### src/rtl/imem_reload_ctrl.sv
// Over-serial program reload sequencer: drains a full UART FIFO into memory and holds the CPU in reset meanwhile.
// Optional checksum on the last byte of each load is enabled by defining IMEM_RELOAD_CHECKSUM_EN.
module imem_reload_ctrl #(
  parameter int          DEPTH       = 512,
  parameter int          ADDR_W      = 9,
  parameter logic [31:0] BASE_ADDR   = 32'h0,
  parameter int          HOLD_CYCLES = 4
) (
  input  logic              clk,
  input  logic              reset,
  input  logic              fifo_full,
  output logic              fifo_full_ack,
  output logic [ADDR_W-1:0] fifo_raddr,
  output logic              fifo_addr_sel,
  input  logic [7:0]        fifo_rdata,
  output logic              mem_wen,
  output logic [31:0]       mem_wa,
  output logic [31:0]       mem_wd,
  output logic [2:0]        mem_funct3,
  output logic              busy,
  output logic              cpu_hold,
  output logic              checksum_err
);

  localparam logic [2:0] S_IDLE     = 3'd0;
  localparam logic [2:0] S_READ     = 3'd1;
  localparam logic [2:0] S_DRAIN    = 3'd2;
  localparam logic [2:0] S_ACK      = 3'd3;
  localparam logic [2:0] S_WAIT_CLR = 3'd4;
  localparam logic [2:0] S_HOLD     = 3'd5;

  localparam int                CNT_W    = (HOLD_CYCLES > 1) ? $clog2(HOLD_CYCLES) : 1;
  localparam logic [ADDR_W-1:0] LAST_IDX = ADDR_W'(DEPTH - 1);
  localparam logic [CNT_W-1:0]  CNT_LAST = CNT_W'(HOLD_CYCLES - 1);

  logic [2:0]        state_q, state_d;
  logic [ADDR_W-1:0] raddr_q, raddr_d;
  logic [ADDR_W-1:0] idx_q;
  logic [CNT_W-1:0]  cnt_q, cnt_d;
  logic              vld_q, vld_d;
  logic              start_load;
  logic              err_q;
  logic              drain_wr;

  always_comb begin
    state_d    = state_q;
    raddr_d    = raddr_q;
    cnt_d      = cnt_q;
    vld_d      = 1'b0;
    start_load = 1'b0;
    case (state_q)
      S_IDLE: begin
        if (fifo_full) start_load = 1'b1;
      end
      S_READ: begin
        // A falling fifo_full means the UART was reset under us: abandon the load.
        if (!fifo_full) begin
          state_d = S_HOLD;
          cnt_d   = '0;
        end else begin
          vld_d = 1'b1;
          if (raddr_q == LAST_IDX) state_d = S_DRAIN;
          else                     raddr_d = raddr_q + 1'b1;
        end
      end
      S_DRAIN: begin
        if (!fifo_full) begin
          state_d = S_HOLD;
          cnt_d   = '0;
        end else begin
          state_d = S_ACK;
        end
      end
      S_ACK: state_d = S_WAIT_CLR;
      S_WAIT_CLR: begin
        if (!fifo_full) begin
          state_d = S_HOLD;
          cnt_d   = '0;
        end
      end
      S_HOLD: begin
        // A rejected image keeps the CPU parked until the next load arrives.
        if (err_q) begin
          if (fifo_full) start_load = 1'b1;
        end else if (cnt_q == CNT_LAST) begin
          state_d = S_IDLE;
        end else begin
          cnt_d = cnt_q + 1'b1;
        end
      end
      default: begin
        state_d = S_HOLD;
        cnt_d   = '0;
      end
    endcase
    if (start_load) begin
      state_d = S_READ;
      raddr_d = '0;
    end
  end

  always_ff @(posedge clk or posedge reset) begin
    if (reset) begin
      state_q <= S_HOLD;
      raddr_q <= '0;
      cnt_q   <= '0;
      vld_q   <= 1'b0;
    end else begin
      state_q <= state_d;
      raddr_q <= raddr_d;
      cnt_q   <= cnt_d;
      vld_q   <= vld_d;
    end
  end

  // Index of the byte arriving on fifo_rdata this cycle (one-cycle FIFO read latency).
  always_ff @(posedge clk) begin
    idx_q <= raddr_q;
  end

`ifdef IMEM_RELOAD_CHECKSUM_EN
  logic [7:0] acc_q, acc_d;
  logic       err_d;

  always_comb begin
    acc_d = acc_q;
    err_d = err_q;
    if (start_load) begin
      acc_d = '0;
      err_d = 1'b0;
    end else if (state_q == S_READ && vld_q) begin
      acc_d = acc_q + fifo_rdata;
    end else if (state_q == S_DRAIN && fifo_full && acc_q != fifo_rdata) begin
      err_d = 1'b1;
    end
  end

  always_ff @(posedge clk or posedge reset) begin
    if (reset) err_q <= 1'b0;
    else       err_q <= err_d;
  end

  always_ff @(posedge clk) begin
    acc_q <= acc_d;
  end

  assign drain_wr = 1'b0;
`else
  assign err_q    = 1'b0;
  assign drain_wr = 1'b1;
`endif

  assign mem_wen       = vld_q & (drain_wr | (state_q != S_DRAIN));
  assign mem_wa        = mem_wen ? (BASE_ADDR + 32'(idx_q)) : 32'h0;
  assign mem_wd        = mem_wen ? {24'h0, fifo_rdata} : 32'h0;
  assign mem_funct3    = 3'b000;
  assign fifo_raddr    = raddr_q;
  assign fifo_addr_sel = (state_q == S_READ) || (state_q == S_DRAIN);
  assign fifo_full_ack = (state_q == S_ACK);
  assign busy          = (state_q != S_IDLE);
  assign cpu_hold      = (state_q != S_IDLE);
  assign checksum_err  = err_q;

endmodule
### config.mk
export PLATFORM = sky130hd
export DESIGN_NAME = imem_reload_ctrl
export DESIGN_NICKNAME = d
export VERILOG_FILES = /design/src/rtl/imem_reload_ctrl.sv
export SDC_FILE = /design/constraint.sdc
export NUM_CORES = 1
export LEC_CHECK = 0
export ABC_AREA = 1
export CORE_MARGIN = 1.5
export CORE_UTILIZATION = 35
export CTS_BUF_LIST = sky130_fd_sc_hd__clkbuf_4 sky130_fd_sc_hd__clkbuf_8
export DETAILED_ROUTE_END_ITERATION = 8
export GPL_ROUTABILITY_DRIVEN = 0
export PLACE_DENSITY = 0.72
export SYNTH_ARGS = -nofsm -noshare
export SYNTH_HDL_FRONTEND = slang
export SYNTH_SLANG_ARGS = --single-unit
export TNS_END_PERCENT = 30
### constraint.sdc
create_clock -name clk -period 4.6 [get_ports clk]
set_clock_uncertainty 0.1 [all_clocks]
set_input_delay 0.92 -clock clk [delete_from_list [all_inputs] [get_ports clk]]
set_output_delay 0.92 -clock clk [all_outputs]
set_load 0.05 [all_outputs]
==> out/results.tsv <==
stage	metric	value	unit
outcome	outcome	finished clean	
synthesis	netlist_area	0.00167	mm^2
synthesis	ys_ff_latch	24	
sta	fin_hold_ws	0.355	ns
synthesis	ys_seq_area_frac	0.335	
die	start_util	0.373	
global_routing	grt_pass1_wl	4890	um
global_routing	use_met3	0.0208	
cts	cts_tree	built	
critical_path	path_class	in -> out	
place	io_buffers	41	
place	placed_cells	315	
die	die_h	72.0	um
route	num_vias	1295	
min_path	worst_hold_path_type	reg -> reg	
power_and_ir_drop	p_per_area	565	mW/mm^2
final_layout	final_cells	319	
sta	finalCritPeriodShare	0.724	
die	dieWidth	72.0	um
sta	finalHoldViolations	0	
critical_path	worst_ep_required_time	3.58	ns
synthesis	synth_most_common_cell	nand2_1	
sta	relSlewSlack	0.609	
place	dp_hpwl	2340	um
power_and_ir_drop	peakVddDrop	0.000392	V
global_routing	top_usage_layer	met2	
die	num_rows	24	
global_routing	grt_pass1_vias	1058	
global_routing	grt_usage	0.118	
cts	clk_pin_slew	0.08	ns
cts	cts_made_buffers	3	
job	max-cap-violations	0	
final_layout	nets	282	
global_routing	use_met1	0.152	
cts	hold_buffers	0	
route	firstDrtPassIters	4	
synthesis	synth_top_cells_by_count	nand2_1, buf_4, inv_1	
cts	cts_root_buf	clkbuf_8	
route	ant_nets	0	
die	ioPinCount	93	
final_layout	drive_gt1_frac	0.0749	
die	dieArea	0.00519	mm^2
sta	finalSetupViolCount	0	
sta	tns	0	ns
synthesis	ys_types	26	
power_and_ir_drop	finalPower	1120	uW
synthesis	yosys.area.top_type	buf_4	
sta	rsz0062_at_grt	no	
global_routing	grt-ovfl-total	0	
critical_path	endpoint_kind	output pin	
route	avgRoutedWirePerCell	9.10	um
power_and_ir_drop	leakagePower	0.00110	uW
critical_path	slowest_delay	0.79	ns
cts	clockBufferDepth	2	
synthesis	synth.yosys.warnings	0	
final_layout	final-seq-area	558	um^2
global_routing	grt_antenna_before_repair	0	
critical_path	worstPathCellList	clkdlybuf4s50_1 -> nand2_1 -> inv_1 -> clkdlybuf4s50_1	
final_layout	area_growth	19.1	%
route	drt-vias-per-instance	4.06	
sta	period_needed	3.33	ns
sta	fmax	0.300	GHz
sta	slew_violations	0	
route	drc	0	
critical_path	cp_common_cell	clkdlybuf4s50_1	
synthesis	syn_area_per_cell	7.32	um^2
synthesis	syn_inst	228	
final_layout	nFillCells	447	
die	coreArea	0.00447	mm^2
critical_path	critical_path_arrival	2.31	ns
route	drtIter0Drc	29	
cts	cts_setup_buffers	0	
cts	post_cts_resize_count	0	
final_layout	antenna-diode-count	0	
critical_path	startpoint_type	primary input	
final_layout	multi_input_area	756	um^2
global_routing	grt_util_met2	0.200	
synthesis	synth_edf_count	0	
synthesis	synth_ff_type	dfrtp_1	
critical_path	critPathSlowestCell	clkdlybuf4s50_1	
route	routed_wl	2900	um
global_routing	grt_max_degree	19	
sta	tightest_slew	0.585	ns
cts	clock-sinks	24	
synthesis	ys_async_sr_fraction	0.625	
critical_path	path_max_fanout	1	
synthesis	yosysTopAreaCellShare	0.234	
cts	clk-insertion-delay-late	0.27	ns
cts	h-tree-depth	1	
synthesis	yosys-top-cells-area	buf_4, dfrtp_1, nand2_1	
-- routing by layer --
metal  vias to the layer above  wire length, um
met1                       566             1270
li1                        673                -
met2                        51             1430
met4                         0               43
met3                         5              154
met5                         -                0
-- cells in the final DEF (no fill, tap or decap) --
| cell type | Yosys | layout |
|---|---|---|
| nand3_4 | 1 | 1 |
| nor2_2 | 2 | 2 |
| nor2_8 | 1 | 1 |
| clkdlybuf4s50_1 | 0 | 41 |
| nand2_2 | 2 | 2 |
| a21oi_1 | 3 | 3 |
| nand3_2 | 1 | 1 |
| inv_4 | 1 | 1 |
| nand4_1 | 7 | 7 |
| conb_1 | 1 | 51 |
| dfxtp_1 | 9 | 9 |
| o21ai_0 | 7 | 7 |
| nor2_1 | 10 | 10 |
| dfrtp_1 | 13 | 13 |
| inv_1 | 28 | 28 |
| ha_1 | 3 | 3 |
| inv_2 | 4 | 4 |
| clkbuf_8 | 0 | 3 |
| nor4_1 | 1 | 1 |
| nor2_4 | 2 | 2 |
| nand3_1 | 12 | 12 |
| bufinv_16 | 0 | 1 |
| nand2_1 | 61 | 61 |
| dfstp_2 | 2 | 2 |
| nor3_1 | 1 | 1 |
-- cell families after synthesis --
family                   Yosys count  synth area share
adder cells (fa/ha/maj)            3            0.0225
flip-flops                        24             0.335
other                              1           0.00225
buffers and inverters             89             0.325
AO/OA/AOI/OAI                     10            0.0300
AND/OR/NAND/NOR                  101             0.286
-- state kept, by name, indices dropped and copies added, names as in the netlist --
register,flops
idx_q,9
mem_wen,1
fifo_raddr,9
cnt_q,2
state_q,3
-- power breakdown --
part	internal, uW	switching [uW]	leakage [uW]
Clock	116	67.9	0.0000357
Combinational	168	441	0.000791
Sequential	262	67.1	0.000272
-- layout make-up --
type	instances	area share
clock buffer	3	0.0208
clock inverter	1	0.0151
inverter	33	0.0636
multi-input combinational	165	0.380
sequential	24	0.281
tap	52	0.0327
timing repair buffer	41	0.207
-- worst paths after layout --
path	startpoint	endpoint	slack (ns)	cells after the start
worst max-delay path	fifo_rdata[4]	mem_wd[4]	1.27	4
worst min register to register	fifo_raddr[8]$_DFFE_PP0P_	idx_q[8]$_DFF_P_	0.35	0
worst min-delay path	fifo_raddr[8]$_DFFE_PP0P_	idx_q[8]$_DFF_P_	0.35	0
max in group asynchronous	reset	fifo_raddr[3]$_DFFE_PP0P_	3.11	2
worst max register to register	fifo_raddr[0]$_DFFE_PP0P_	fifo_raddr[6]$_DFFE_PP0P_	2.74	10
min in group asynchronous	reset	cnt_q[0]$_DFFE_PP0P_	0.91	2
-- stage by stage --
stage	util	setup WS, ns	instance area, um^2
global route	0.444	1.20	1990
global placement	0.428	1.29	1920
detailed placement	0.428	1.27	1920
finish	0.444	1.27	1990
floorplan	-	2.13	1860
CTS	0.444	1.27	1990
-- critical path, delay by kind of cell --
family                 cells  cell delay (ns)
buffers and inverters      3             1.32
AND/OR/NAND/NOR            1             0.06
(Power assumes the default switching activity.)
